**src/rtl/mmio_decode.sv**
```systemverilog
// MMIO address decoder: RAM / keyboard+display I/O page / wait-stated ROM.
// Define MMIO_DECODE_KBD_FIFO_EN to buffer the keyboard in a 4-entry FIFO.
module mmio_decode #(
   parameter logic [15:0] RAM_TOP  = 16'hB000,
   parameter logic [11:0] IO_PAGE  = 12'hC01,
   parameter int unsigned ROM_WAIT = 1
) (
   input  logic        phi,
   input  logic        rst_n,
   input  logic [15:0] cpu_adr,
   input  logic        cpu_we,
   input  logic [7:0]  cpu_dbo,
   output logic [7:0]  cpu_dbi,
   output logic        cpu_rdy,
   input  logic [7:0]  ram_dbo,
   input  logic [7:0]  rom_dbo,
   output logic        ram_we,
   input  logic [6:0]  kbd_data,
   input  logic        kbd_stb,
   output logic [6:0]  dsp_data,
   output logic        dsp_wr,
   input  logic        dsp_ack
);

   localparam int unsigned WCNT_W     = 3;
   localparam logic [WCNT_W-1:0] ROM_WAIT_C = WCNT_W'(ROM_WAIT);

   logic              ram_sel, io_sel, rom_sel, rom_stall, acc;
   logic              io_rd, io_wr, kbd_pop, cr_rd, dsp_ld;
   logic [1:0]        off;
   logic [WCNT_W-1:0] wcnt_q, wcnt_d;
   logic [7:0]        cpu_dbi_q, cpu_dbi_d, rd_data;
   logic              dsp_busy_q, dsp_busy_d, dsp_wr_q, dsp_wr_d;
   logic [6:0]        dsp_data_q, dsp_data_d;
   logic              ovr_q, ovr_d, ovr_set;
   logic              kbd_rdy;
   logic [6:0]        kbd_char;
   logic              unused_ok;

   assign unused_ok = &{1'b0, cpu_dbo[7], cpu_adr[3:2]};

   // Address decode, stall and accept qualification
   always_comb begin
      ram_sel   = cpu_adr < RAM_TOP;
      io_sel    = !ram_sel && (cpu_adr[15:4] == IO_PAGE);
      rom_sel   = !ram_sel && !io_sel;
      rom_stall = rom_sel && (wcnt_q != ROM_WAIT_C);
      acc       = rst_n && !rom_stall;
      cpu_rdy   = !rst_n || !rom_stall;
      ram_we    = acc && cpu_we && ram_sel;
      off       = cpu_adr[1:0];
      io_rd     = acc && io_sel && !cpu_we;
      io_wr     = acc && io_sel && cpu_we;
      kbd_pop   = io_rd && (off == 2'd0);
      cr_rd     = io_rd && (off == 2'd1);
      dsp_ld    = io_wr && (off == 2'd2) && !dsp_busy_q;
   end

   // Read mux, wait counter and display next state
   always_comb begin
      rd_data = 8'h00;
      if (ram_sel) begin
         rd_data = ram_dbo;
      end else if (rom_sel) begin
         rd_data = rom_dbo;
      end else begin
         case (off)
            2'd0:    rd_data = {1'b1, kbd_char};
            2'd1:    rd_data = {kbd_rdy, ovr_q, 6'b0};
            2'd2:    rd_data = {dsp_busy_q, 7'b0};
            default: rd_data = 8'h00;
         endcase
      end
      cpu_dbi_d  = acc ? rd_data : cpu_dbi_q;
      wcnt_d     = rom_stall ? wcnt_q + WCNT_W'(1) : '0;
      dsp_wr_d   = dsp_ld;
      dsp_data_d = dsp_ld ? cpu_dbo[6:0] : dsp_data_q;
      dsp_busy_d = dsp_busy_q;
      if (dsp_ld)                   dsp_busy_d = 1'b1;
      else if (dsp_busy_q && dsp_ack) dsp_busy_d = 1'b0;
      ovr_d = ovr_q;
      if (cr_rd)   ovr_d = 1'b0;
      if (ovr_set) ovr_d = 1'b1;
   end

   always_ff @(posedge phi) begin
      if (!rst_n) begin
         cpu_dbi_q  <= 8'h00;
         wcnt_q     <= '0;
         dsp_busy_q <= 1'b0;
         dsp_wr_q   <= 1'b0;
         dsp_data_q <= 7'h00;
         ovr_q      <= 1'b0;
      end else begin
         cpu_dbi_q  <= cpu_dbi_d;
         wcnt_q     <= wcnt_d;
         dsp_busy_q <= dsp_busy_d;
         dsp_wr_q   <= dsp_wr_d;
         dsp_data_q <= dsp_data_d;
         ovr_q      <= ovr_d;
      end
   end

`ifdef MMIO_DECODE_KBD_FIFO_EN
   localparam int unsigned CNT_W = 3;
   logic [6:0]       fifo_q [4];
   logic [1:0]       wr_ptr_q, rd_ptr_q;
   logic [CNT_W-1:0] cnt_q, cnt_d;
   logic             empty, full, pop, push;

   always_comb begin
      empty    = cnt_q == CNT_W'(0);
      full     = cnt_q == CNT_W'(4);
      pop      = kbd_pop && !empty;
      push     = kbd_stb && (!full || pop);
      ovr_set  = kbd_stb && full && !pop;
      cnt_d    = cnt_q + CNT_W'(push) - CNT_W'(pop);
      kbd_rdy  = !empty;
      kbd_char = fifo_q[rd_ptr_q];
   end

   always_ff @(posedge phi) begin
      if (!rst_n) begin
         wr_ptr_q <= 2'd0;
         rd_ptr_q <= 2'd0;
         cnt_q    <= '0;
      end else begin
         if (push) wr_ptr_q <= wr_ptr_q + 2'd1;
         if (pop)  rd_ptr_q <= rd_ptr_q + 2'd1;
         cnt_q <= cnt_d;
      end
   end

   // Storage needs no reset; only the pointers define validity
   always_ff @(posedge phi) begin
      if (push) fifo_q[wr_ptr_q] <= kbd_data;
   end
`else
   logic       kbd_rdy_q, kbd_rdy_d;
   logic [6:0] char_q, char_d;

   // A strobe coinciding with a KBD read replaces the char being consumed
   always_comb begin
      kbd_rdy_d = kbd_rdy_q;
      char_d    = char_q;
      ovr_set   = 1'b0;
      if (kbd_stb) begin
         char_d    = kbd_data;
         kbd_rdy_d = 1'b1;
         ovr_set   = kbd_rdy_q && !kbd_pop;
      end else if (kbd_pop) begin
         kbd_rdy_d = 1'b0;
      end
      kbd_rdy  = kbd_rdy_q;
      kbd_char = char_q;
   end

   always_ff @(posedge phi) begin
      if (!rst_n) begin
         kbd_rdy_q <= 1'b0;
         char_q    <= 7'h00;
      end else begin
         kbd_rdy_q <= kbd_rdy_d;
         char_q    <= char_d;
      end
   end
`endif

   assign cpu_dbi  = cpu_dbi_q;
   assign dsp_data = dsp_data_q;
   assign dsp_wr   = dsp_wr_q;

endmodule
```
**config.mk**
```make
export PLATFORM = sky130hd
export DESIGN_NAME = mmio_decode
export DESIGN_NICKNAME = d
export VERILOG_FILES = /design/src/rtl/mmio_decode.sv
export SDC_FILE = /design/constraint.sdc
export NUM_CORES = 1
export LEC_CHECK = 0
export BUFFER_PORTS_ARGS = -buffer_cell sky130_fd_sc_hd__buf_2
export CAP_MARGIN = 20
export CORE_ASPECT_RATIO = 0.5
export CORE_MARGIN = 4
export CORE_UTILIZATION = 48
export DETAILED_ROUTE_END_ITERATION = 12
export PLACE_DENSITY = 0.79
export SYNTH_ARGS = -nofsm -noshare
export SYNTH_HDL_FRONTEND = slang
export SYNTH_SLANG_ARGS = --single-unit
```
**constraint.sdc**
```tcl
create_clock -name phi -period 3.1 [get_ports phi]
set_clock_uncertainty 0.1 [all_clocks]
set_input_delay 0.465 -clock phi [delete_from_list [all_inputs] [get_ports phi]]
set_output_delay 0.465 -clock phi [all_outputs]
set_load 0.02 [all_outputs]
```
After elaboration in Yosys (flattened, before gate mapping)
Cells that the tools add are included.
{"block": "classes", "muxes": 10, "add_sub_neg": 1, "eq_ne": 4, "n_reduce_logical": 28, "n_lt_le_gt_ge": 1}
{"operator": "$pmux W8 S3", "n": 1}
{"operator": "$lt A16 B16 Y1 const B", "n": 1}
{"operator": "$mux W8", "n": 2}
{"operator": "$logic_and A1 B1 Y1", "n": 15}
{"operator": "$eq A12 B12 Y1 const B", "n": 1}
{"operator": "$logic_not A1 Y1", "n": 7}
{"operator": "$mux W1", "n": 7}
{"operator": "$reduce_bool A2 Y1", "n": 3}
{"operator": "$add A3 B1 Y3 const B", "n": 1}
{"operator": "$ne A3 B1 Y1 const B", "n": 1}
{"operator": "$eq A2 B1 Y1 const B", "n": 1}
{"operator": "$eq A2 B2 Y1 const B", "n": 1}
{"operator": "$logic_not A2 Y1", "n": 1}
{"operator": "$reduce_and A2 Y1", "n": 1}
{"operator": "$logic_or A1 B1 Y1", "n": 1}
{"block": "word_totals", "word_cells": 52, "register_bits": 29, "output_inout_bits": 18}

Longest topological paths before layout
{"block": "depth", "ltp_word": 15, "ltp_mapped": 6, "mapped_depth_nobuf": 5}

Worst setup path after synthesis
Ideal clock, no wire load.
{"block": "synth_timing", "path_type": "input to register", "start": "input cpu_adr[8]", "end": "register dsp_data_q[0] (netlist: dsp_data[0])", "setup_time_ns": 0.119, "n_path_buf": 1, "path_slack_ns": 1.253, "t_required_ns": 2.881, "arrival_ns": 1.629, "stages": 5, "cell_sequence": "nor4_4 -> nand3_2 -> or4_1 -> buf_6 -> mux2i_1"}
{"block": "synth_between", "elab_chain_len": 12, "elab_cells_between_ends": 13, "cone_classes": "order compare (1); eq/ne (1); reduce/logical (11)"}
{"item": "from (decl)", "line_no": "10", "text": "input logic [15:0] cpu_adr,"}
{"item": "$lt A16 B16 Y1", "line_no": "44", "text": "ram_sel = cpu_adr < RAM_TOP;"}
{"item": "$logic_not A1 Y1", "line_no": "45, 46"}
{"item": "$logic_and A1 B1 Y1", "line_no": "45", "text": "io_sel = !ram_sel && (cpu_adr[15:4] == IO_PAGE);"}
{"item": "$logic_not A1 Y1", "line_no": "46", "text": "rom_sel = !ram_sel && !io_sel;"}
{"item": "$logic_and A1 B1 Y1", "line_no": "46"}
{"item": "$logic_and A1 B1 Y1", "line_no": "47", "text": "rom_stall = rom_sel && (wcnt_q != ROM_WAIT_C);"}
{"item": "$logic_not A1 Y1", "line_no": "48", "text": "acc = rst_n && !rom_stall;"}
{"item": "$logic_and A1 B1 Y1", "line_no": "48"}
{"item": "$logic_and A1 B1 Y1 (*) (2 in a row)", "line_no": "53", "text": "io_wr = acc && io_sel && cpu_we;"}
{"item": "$logic_and A1 B1 Y1 (*) (2 in a row)", "line_no": "56", "text": "dsp_ld = io_wr && (off == 2'd2) && !dsp_busy_q;"}
{"item": "to (signal assigned)", "line_no": "99", "text": "dsp_data_q <= dsp_data_d;"}
{"item": "to (decl)", "line_no": "34", "text": "logic [6:0] dsp_data_q, dsp_data_d;"}
Mark *: on every way between the ends. The rest lies on a longest branch, timed or not.
A chain may end at the register's enable or synchronous reset.

Worst setup path in the final report
{"block": "layout_timing", "start": "register wcnt_q[1]", "end": "output cpu_rdy"}
{"block": "layout_between", "elab_chain_len": 4}
{"item": "from (decl)", "line_no": "31", "text": "logic [WCNT_W-1:0] wcnt_q, wcnt_d;"}
{"item": "from (signal assigned)", "line_no": "96", "text": "wcnt_q <= wcnt_d;"}
{"item": "$ne A3 B1 Y1", "line_no": "47"}
{"item": "$logic_and A1 B1 Y1", "line_no": "47"}
{"item": "$logic_not A1 Y1", "line_no": "49", "text": "cpu_rdy = !rst_n || !rom_stall;"}
{"item": "$logic_or A1 B1 Y1", "line_no": "49"}
{"item": "to (decl)", "line_no": "14", "text": "output logic cpu_rdy,"}
Every way passes these cells.

==> metrics.md <==
| Metric | Value |
|---|---|
| Iteration-0 DRC Markers | 48 |
| Post-layout min period | 2.124 ns |
| EDFF count, synth | 0 |
| Most frequent cell after synthesis | dfxtp_1 |
| Layout cell share with drive strength beyond 1 | 35.78% |
| P_leak | 0.8992 nW |
| Die X-Extent | 84.24 um |
| CP Capture Type | output port |
| Final number of max-transition violations | 0 |
| First drt pass iteration count | 4 |
| Total grt overflow | 0 |
| Root Buffer | clkbuf_8 |
| WL met3 | 228 um |
| Syn_nets | 210 |
| Worst skew pair latency | 0.28 ns |
| Core Rows | 13 |
| Synth top area share | 41.61% |
| Ys Warns | 0 |
| CTS sink cnt | 29 |
| Worst R2R Setup Slack | 1.56 ns |
| Post-synth cell types | 31 |
| Fraction of registers with async set/reset | 0% |
| WS Path Type | reg -> out |
| Fin Setup TNS | 0 ns |
| Core Box Area | 0.002684 sq mm |
| Top Ports | 70 |
| Nets | 272 |
| Routability cong. | 0.7459 |
| Internal power | 0.6772 mW |
| Max cap viols | 0 |
| Routed len/inst | 13.46 um |
| Crit path launch type | register |
| CTS tree | built |
| Post_cts resized | 0 |
| Commonest cells post-synth | dfxtp_1, nand2_1, mux2i_1 |
| Reg2Reg Launch Point | wcnt_q[0] |
| Hold WC Path Type | in -> reg |
| Routed met2 length | 1748 um |
| Bufs on Longest Clock Path | 2 |
| Synth Register Bits | 29 |
| Die area | 0.003885 sq mm |
| Hold Crit Start | dsp_ack |
| Global-route wire length before repair | 5554 um |
| Largest area contributor in the netlist | dfxtp_1 |
| Total Power | 0.8914 mW |
| Worst Path Arrival | 1.56 ns |
| Starting Density | 51.98% |
| Reg power frac | 44.7% |
| Top sig layer | met4 |
| Worst Max-Slew Pin Slew | 0.6048 ns |
| Final setup violation count | 0 |
| Post-CTS Setup Bufs | 0 |
| Total Wirelength | 3432 um |
| Crit Path Max Fanout | 9 |
| Net load switching power | 0.2143 mW |
| Overall routing resource usage | 18.88% |
| DP HPWL | 2619 um |
| Final Hold Fails | 0 |
| Synthesized instance count | 156 |
| Number of port buffers | 66 |
| Worst setup path startpoint | wcnt_q[1] |
| Number of global-route vias before repair | 1274 |
| PwrDens | 486.3 mW/mm^2 |
| H-tree level count | 2 |
| Worst-path clk slew | 0.06 ns |
| Vias per cell | 5.255 |
| Max VDD drop | 0.2606 mV |
| Post-synth top flop | dfxtp_1 |
| Synth top area cells | dfxtp_1, mux2i_1, nand2_1 |
| Drt drc | 0 |
| Cts bufs inserted | 5 |
| Outcome | complete, no violations |
| Die height | 46.12 um |
| Antenna diodes | 0 |
| Synth-to-Final Area Change | 31.39% |
| DRT met1 WL | 1409 um |
| Critical Path RT | 2.53 ns |
| Initial antenna violation count | 0 |
| Clock share of power | 41.9% |
| Post-synthesis instance area | 0.001395 sq mm |
| Max Freq | 470.8 MHz |
| Gate power share | 13.5% |
| Pin count of the biggest net entering global routing | 28 |
| Average footprint of a synthesized cell | 8.943 sq um |
| RSZ-0062 raised after global routing | no |
| Post-Place Worst Slack | 0.7429 ns |
| Sw frac | 24.04% |
| Setup ws final | 0.9761 ns |
| Post-route antenna net violation count | 0 |
| Hold buffers post-CTS | 0 |
| Vias post-DR | 1340 |
| Fin crit share | 68.51% |
| Sequential share of the synthesized area | 41.61% |
| Slew headroom | 59.60% |
[cell type report]
| cell class | count | area (sq um) |
|---|---|---|
| Clock buffer | 5 | 68.82 |
| Clock inverter | 2 | 35.03 |
| Fill cell | 235 | 850.8 |
| Inverter | 9 | 33.78 |
| Multi-Input combinational cell | 105 | 723.2 |
| Sequential cell | 29 | 580.6 |
| Tap cell | 37 | 46.29 |
| Timing Repair Buffer | 68 | 345.3 |
[kinds of logic after synthesis]
kind of cell	after synthesis	share of synthesized area [%]
buffers and inverters	22	6.547
DFF	29	41.61
AOI/OAI and AO/OA	29	14.89
muxes	16	11.48
adders and majority gates	2	1.793
and+or+nand+nor	57	23.05
xor gates and xnor gates	1	0.6279
[path summary, 6_finish.rpt]
kind / endpoint / cells after the start
max: cpu_rdy / 5
min: dsp_busy_q / 2
max reg2reg: cpu_dbi[5] / 4
min reg2reg: dsp_data[2] / 2
[registers in the layout (all words and copies together), names as in the netlist]
| signal | flops |
|---|---|
| char_q | 7 |
| kbd_rdy | 1 |
| ovr_q | 1 |
| wcnt_q | 3 |
| dsp_busy_q | 1 |
| dsp_data | 7 |
| dsp_wr | 1 |
| cpu_dbi | 8 |
[critical path: stages, from the launching register on]
cell and delay, ns:
dfxtp_1 0.33, inv_1 0.05, ha_1 0.19, nand2b_1 0.28, nand4_1 0.22, buf_2 0.22
[power groups by stage]
stage | Combinational (mW) | Sequential [mW] | Clock (mW)
2_1_floorplan | 0.0575 | 0.415 | 0
3_3_place_gp | 0.117 | 0.406 | 0
3_5_place_dp | 0.120 | 0.406 | 0
4_1_cts | 0.121 | 0.398 | 0.382
5_1_grt | 0.133 | 0.400 | 0.405
6_report | 0.120 | 0.398 | 0.373
[per-stage QoR]
stage / utilization [%] / cell area (sq um) / std cells / hold WS [ns]
detailed placement: 64.43 / 1729 / 248 / 0.3448
floorplan: - / 1395 / 156 / 0.3215
finish: 68.30 / 1833 / 255 / 0.2493
global placement: 64.43 / 1729 / 248 / 0.3314
global route: 68.30 / 1833 / 255 / 0.2538
CTS: 68.30 / 1833 / 255 / 0.2430
[placed cells by master, fill, tap and decap left out, drive strengths merged]
| cell | Yosys | routed |
|---|---|---|
| dfxtp | 29 | 29 |
| o41ai | 8 | 8 |
| inv | 9 | 9 |
| xnor2 | 1 | 1 |
| and3 | 1 | 1 |
| or4 | 1 | 1 |
| mux2i | 16 | 16 |
| or3 | 1 | 1 |
| nand2 | 20 | 20 |
| nor2b | 8 | 8 |
| buf | 4 | 68 |
| a21o | 1 | 1 |
| and2 | 1 | 1 |
| clkinv | 0 | 1 |
| o21ai | 3 | 3 |
| o211ai | 8 | 8 |
| a21oi | 1 | 1 |
| clkbuf | 9 | 5 |
| ha | 2 | 2 |
| bufinv | 0 | 1 |
| nor4b | 1 | 1 |
| nor4 | 4 | 4 |
| nand4 | 1 | 1 |
| nand2b | 2 | 2 |
| nor2 | 6 | 6 |
| a31oi | 8 | 8 |
| nand3 | 10 | 10 |
| and4b | 1 | 1 |
[per-layer routing]
layer	track usage, %	up-vias
li1	-	681
met1	20.67	614
met2	34.95	36
met3	7.500	9
met4	5.769	0
met5	0	-
Power figures use the tool's default switching activity.
